--- src/rtl/memory_arbiter.sv ---
`timescale 1ns/1ps
// Arbitrates the single external memory port between instruction fetch and data
// load/store traffic, one request/ack bus transaction at a time, with ack timeout.
module memory_arbiter #(
    parameter int TIMEOUT = 255
) (
    input  logic        clk,
    input  logic        rst,
    input  logic        if_req,
    input  logic [31:0] if_addr,
    output logic [31:0] if_rdata,
    output logic        if_done,
    input  logic        d_read,
    input  logic        d_write,
    input  logic [31:0] d_read_addr,
    input  logic [31:0] d_write_addr,
    input  logic [31:0] d_wdata,
    output logic [31:0] d_rdata,
    output logic        d_done,
    output logic [31:0] bus_addr,
    output logic [31:0] bus_wdata,
    output logic        bus_read,
    output logic        bus_write,
    input  logic [31:0] bus_rdata,
    input  logic        bus_ack,
    output logic        err,
    output logic        busy,
    output logic [2:0]  dbg_state_o
);

    localparam int CW = $clog2(TIMEOUT);
    localparam logic [CW-1:0] CNT_LAST = CW'(TIMEOUT - 1);

    typedef enum logic [2:0] {IDLE, FETCH, DREAD, DWRITE, RESP} state_t;

    state_t        state_q, state_d;
    logic          last_data_q, last_data_d;
    logic [CW-1:0] cnt_q, cnt_d;
    logic [31:0]   addr_q, addr_d;
    logic [31:0]   wdata_q, wdata_d;
    logic [31:0]   if_rdata_q, if_rdata_d;
    logic [31:0]   d_rdata_q, d_rdata_d;
    logic          err_q, err_d;

    logic data_req;
    logic grant_fetch;
    logic timed_out;

    assign data_req    = d_read | d_write;
    // On a tie, the side that did not win last time goes first.
    assign grant_fetch = if_req & (~data_req | last_data_q);
    assign timed_out   = (cnt_q == CNT_LAST);

    always_ff @(posedge clk or posedge rst) begin
        if (rst) begin
            state_q     <= IDLE;
            last_data_q <= 1'b1;
            cnt_q       <= '0;
            addr_q      <= '0;
            wdata_q     <= '0;
            if_rdata_q  <= '0;
            d_rdata_q   <= '0;
            err_q       <= 1'b0;
        end else begin
            state_q     <= state_d;
            last_data_q <= last_data_d;
            cnt_q       <= cnt_d;
            addr_q      <= addr_d;
            wdata_q     <= wdata_d;
            if_rdata_q  <= if_rdata_d;
            d_rdata_q   <= d_rdata_d;
            err_q       <= err_d;
        end
    end

    always_comb begin
        state_d     = state_q;
        last_data_d = last_data_q;
        cnt_d       = cnt_q;
        addr_d      = addr_q;
        wdata_d     = wdata_q;
        if_rdata_d  = if_rdata_q;
        d_rdata_d   = d_rdata_q;
        err_d       = 1'b0;
        case (state_q)
            IDLE: begin
                if (if_req || data_req) begin
                    last_data_d = ~grant_fetch;
                    cnt_d       = '0;
                    if (grant_fetch) begin
                        state_d = FETCH;
                        addr_d  = if_addr;
                    end else if (d_write) begin
                        state_d = DWRITE;
                        addr_d  = d_write_addr;
                        wdata_d = d_wdata;
                    end else begin
                        state_d = DREAD;
                        addr_d  = d_read_addr;
                    end
                end
            end
            FETCH, DREAD, DWRITE: begin
                if (bus_ack || timed_out) begin
                    // Ack beats a coincident timeout; a write or an abort returns zero.
                    state_d = RESP;
                    err_d   = ~bus_ack;
                    if (state_q == FETCH) begin
                        if_rdata_d = bus_ack ? bus_rdata : 32'd0;
                    end else begin
                        d_rdata_d = (bus_ack && state_q == DREAD) ? bus_rdata : 32'd0;
                    end
                end else begin
                    cnt_d = cnt_q + 1'b1;
                end
            end
            RESP:    state_d = IDLE;
            default: state_d = IDLE;
        endcase
    end

    always_comb begin
        bus_read    = (state_q == FETCH) || (state_q == DREAD);
        bus_write   = (state_q == DWRITE);
        bus_addr    = addr_q;
        bus_wdata   = wdata_q;
        if_done     = (state_q == RESP) && !last_data_q;
        d_done      = (state_q == RESP) && last_data_q;
        err         = (state_q == RESP) && err_q;
        busy        = (state_q != IDLE);
        if_rdata    = if_rdata_q;
        d_rdata     = d_rdata_q;
        dbg_state_o = state_q;
    end

endmodule

--- config.mk ---
export PLATFORM = sky130hd
export DESIGN_NAME = memory_arbiter
export DESIGN_NICKNAME = d
export VERILOG_FILES = /design/src/rtl/memory_arbiter.sv
export SDC_FILE = /design/constraint.sdc
export NUM_CORES = 1
export LEC_CHECK = 0
export BUFFER_PORTS_ARGS = -buffer_cell sky130_fd_sc_hd__buf_4
export CORE_MARGIN = 2
export CORE_UTILIZATION = 41
export DETAILED_ROUTE_END_ITERATION = 7
export PLACE_DENSITY = 0.75
export SYNTH_ARGS = -nofsm -noshare
export SYNTH_HDL_FRONTEND = slang
export SYNTH_SLANG_ARGS = --single-unit
--- constraint.sdc ---
create_clock -name clk -period 4.3 [get_ports clk]
set_clock_uncertainty 0.15 [all_clocks]
set_input_delay 0.43 -clock clk [delete_from_list [all_inputs] [get_ports clk]]
set_output_delay 0.43 -clock clk [all_outputs]
set_load 0.01 [all_outputs]
; Yosys cells after proc, flatten, opt, wreduce, memory -nomap -nowiden
; Cells that the tools add are included.
[classes]
add_sub_neg = 1
eq_ne = 8
mux = 14
bitwise_logic = 7
reduce_logical = 18
[ops]
columns = op, count
row1 = two-way mux 32 bit, 4
row2 = two-way mux 8 bit, 2
row3 = case mux 8 bit (2 select lines), 1
row4 = AND reduction 3 bit, 3
row5 = "adder 8 x 1 -> 8 bit, second input constant", 1
row6 = "== test 8 bit, second input constant", 1
row7 = "== test 3 x 2 -> 1 bit, second input constant", 2
row8 = two-way mux 3 bit, 2
row9 = "inequality test 2 bit, second input constant", 3
row10 = case mux 3 bit (2 select lines), 1
row11 = logical AND 1 bit, 4
row12 = NOT 1 bit, 4
row13 = AND reduction 2 bit, 2
row14 = AND reduction 4 bit, 1
row15 = "== test 3 x 1 -> 1 bit, second input constant", 1
row16 = "== test 3 bit, second input constant", 1
row17 = zero test 3 bit, 1
row18 = logical OR 1 bit, 3
row19 = two-way mux 1 bit, 3
row20 = nonzero test 3 bit, 1
row21 = OR reduction 3 bit, 1
row22 = two-way mux 2 bit, 1
row23 = bitwise OR 1 bit, 2
row24 = nonzero test 2 bit, 1
row25 = 2 further kinds, 2
[word_totals]
register_bits = 141
output_inout_bits = 137

; Logic depth before layout (Yosys ltp)
[logic_depth]
depth_word = 7
depth_mapped = 7
ltp_nobuf = 6

; Worst setup path before layout
; OpenSTA, ideal clock, no wires.
[synth_path]
path_kind = register to register
from = register cnt_q[0]
to = register cnt_q[5]
setup_time_ns = 0.077
arrival_ns = 1.734
required_time_ns = 4.073
slack_ns = 2.339
path_stages_with_launch = 7
period_less_slack_ns = 1.961
cell_sequence = dfrtp_1 > inv_1 > ha_1 > and3_1 > a211o_1 > or4_1 > a21oi_1
[synth_between]
elab_chain_len = 4
[synth_lines]
columns = element, line
row1 = from (decl), 38  ; logic [CW-1:0] cnt_q, cnt_d;
row2 = from (signal assigned), 67  ; cnt_q <= cnt_d;
row3 = branches (longest 4 deep; another with adder 8 x 1 -> 8 bit), n/a
; Parallel ways; which one is timed is not known. The select of a mux whose other input is x is not followed.
; A chain may end at the register's enable or synchronous reset.

; Worst setup path after layout
[layout_path]
from = register state_q[1] (netlist: dbg_state_o[1])
to = register addr_q[16] (netlist: bus_addr[16])
[layout_between]
elab_chain_len = 2
[layout_lines]
columns = element, line
row1 = from (decl), 36  ; state_t state_q, state_d;
row2 = from (signal assigned), 65  ; state_q <= state_d;
row3 = zero test 3 bit, 85  ; case (state_q)
row4 = AND reduction 2 bit (no line), n/a
row5 = to (signal assigned), 68  ; addr_q <= addr_d;
row6 = to (decl), 39  ; logic [31:0] addr_q, addr_d;
; Every way passes these cells.

==> results.cfg <==
[placed_design]
routabilityCongestion = 0.801
port_buffers = 302
dp_slack_ps = 1610
hpwl_um = 12700
placed_area_mm2 = 0.00810
dpl.cell_count = 927

[timing]
setup_slack_ps = 1640
fmax_ghz = 0.376
hold_ws_ps = 85.4
worst-slew-pin-transition_ps = 1180
rsz0062_at_grt = false
max_slew_margin = 0.214
finalMaxSlewViolations = 0
hold_viol_final = 0
fin_setup_tns_ps = 0
period_share = 0.619
finalCriticalPeriod_ps = 2660
setup_violations = 0

[setup_path]
rrSetupSlack_ps = 1640
cp-startpoint = dbg_state_o[1]$_DFFE_PP0P_
timing.rr.start = dbg_state_o[1]$_DFFE_PP0P_
crit_chain = nor3_1 -> and2_1 -> o21ai_0 -> o21ai_0
path_common_cell = o21ai_0
crit_required_ps = 4490
cpPeakStageDelay_ps = 990
crit_path_start_kind = register
crit_arrival_ps = 2850
critPathKind = reg -> reg
worstPathMaxFanout = 39
critPathSlowestCell = and2_1
cp-end-kind = register

[clock_network]
ctsHoldBuffers = 1
tritoncts = yes
numClockSinks = 141
numCtsBuffers = 17
clk_path_buf_depth = 2
h-tree-depth = 4
cts_root_buf = clkbuf_16
postCtsSetupBuffers = 0
clock_latency_ps = 420
clkTransAtPathRegs_ps = 60
cts_resized = 0

[layout]
drive_above_1_share = 0.482
insertedDiodeCount = 0
finalNetCount = 935
syn2layout_area_growth_pct = 53.1
post-route-util = 0.637
final_area_mm2 = 0.00873
final_cell_count_no_fill = 960

[floorplanning]
core_mm2 = 0.0137
initial_core_util = 0.416
die_w_um = 122
row_count = 43
die_area_mm2 = 0.0149
die_h_um = 122
io_pins = 303

[hold_path]
hp-start = d_wdata[0]
hp-class = in -> reg

[synth]
mappedNetlistArea_mm2 = 0.00570
synth_top_flop_cell = dfrtp_1
synth_nets = 642
async_reset_ff_frac = 1.00
yosys.area.top_type = dfrtp_1
synth.avg_cell_area_um2 = 12.0
ys_ff_latch = 141
synth.distinct_cells = 42
synth_top_area_share = 0.614
netlist_instances = 474
yosys-top-cells-area = dfrtp_1 61%, a22o_1 10%, mux2_2 5.7%
synth-edff-count = 0
ys_seq_area_frac = 0.619
synth_warnings = 0

[power_and_ir_drop]
total_power_mw = 6.54
leakage_nw = 4.30
ir_drop_uv = 282
power_density_mw_per_mm2 = 748

[route]
vias_per_cell = 5.36
wirelength_um = 17800
wl_per_cell_um = 18.6
vias = 5150
dr.first_iter.drc_count = 402
met3_length_um = 1550
drc = 0
wl_met2_um = 9160
first_pass_iters = 4
drt-met1-wl_um = 6860
antenna_left = 0
top_layer = met4

[global_routing]
grt_pass1_vias = 5241
grt_overflow_total = 0
track_usage = 0.235
grt_max_degree = 62
grt_pass1_wl_um = 26800
antenna_found_initial = 0

[job]
cap_violations = 0

[status]
status = completed
[worst paths after layout]
path | to | cells past startpoint
setup / recovery | bus_addr[16]$_DFFE_PP0P_ | 4
max in group asynchronous | bus_addr[30]$_DFFE_PP0P_ | 4
setup reg to reg | bus_addr[16]$_DFFE_PP0P_ | 4
hold reg to reg | bus_addr[25]$_DFFE_PP0P_ | 2
hold / removal | bus_wdata[0]$_DFFE_PP0P_ | 2
min in group asynchronous | bus_wdata[7]$_DFFE_PP0P_ | 3
[logic make-up after synthesis]
family          Yosys count  share of synthesized area
flops                   141                      0.619
buf+inv                  41                     0.0327
compound gates          177                      0.212
mux                      35                     0.0684
xor+xnor                  1                    0.00154
fa+ha+maj                 2                    0.00439
simple gates             77                     0.0619
[cells in the final DEF, fill, tap and decap left out, drive strengths merged, types with 3 or more instances in the layout]
cell / Yosys / layout
clkbuf: 24 / 21
or3: 3 / 3
and3: 4 / 4
bufinv: 0 / 3
nand2: 44 / 44
o21ai: 68 / 68
clkinvlp: 0 / 4
nand3: 5 / 5
nand4: 3 / 3
nor2: 9 / 9
dfrtp: 140 / 140
inv: 4 / 6
a22o: 66 / 66
mux2i: 3 / 3
buf: 13 / 310
o22ai: 32 / 32
mux2: 32 / 32
[sequential cells by signal, summed over array words and instances, names as in the netlist]
| register | cells |
|---|---|
| bus_addr | 32 |
| bus_wdata | 32 |
| cnt_q | 8 |
| d_rdata | 32 |
| dbg_state_o | 3 |
| err_q | 1 |
| if_rdata | 32 |
| last_data_q | 1 |
[layer usage]
metal | vias to the layer above | GRT usage
met4 | 0 | 0.0668
met2 | 252 | 0.404
met5 | - | 0
met3 | 21 | 0.0829
li1 | 2353 | -
met1 | 2524 | 0.279
[where the power goes]
part | total (mW) | internal [mW] | switching, mW
clock | 1.54 | 0.966 | 0.574
sequential | 2.32 | 1.94 | 0.383
combinational | 2.68 | 1.40 | 1.27
total | 6.54 | 4.30 | 2.23
[Yosys cell counts (2+ instances only)]
cell type	count
nand2_1	44
nand4_1	3
nor2_1	9
inv_1	4
mux2_2	29
buf_2	7
and2_1	2
o21ai_1	9
and3_1	4
a211oi_1	2
dfrtp_1	140
nand3_1	4
a22o_1	66
a21oi_1	2
buf_4	4
mux2_1	3
ha_1	2
o21ai_0	59
or3_1	3
o22ai_1	32
mux2i_1	3
clkbuf_1	23
[final cells by class]
cell class	instances	area, um2
sequential	141	3530
inverter	4	18.8
tap	180	225
clock inverter	11	156
fill	1093	4990
timing repair buffer	311	2340
clock buffer	21	470
multi-input combinational	292	2000
[worst max-delay path: cells and delay by family (launching register included)]
kind / cells / cell delay [ps]
AOI/OAI and AO/OA: 2 / 490
and+or+nand+nor: 2 / 1440
DFF: 1 / 480
(Power assumes the default switching activity.)
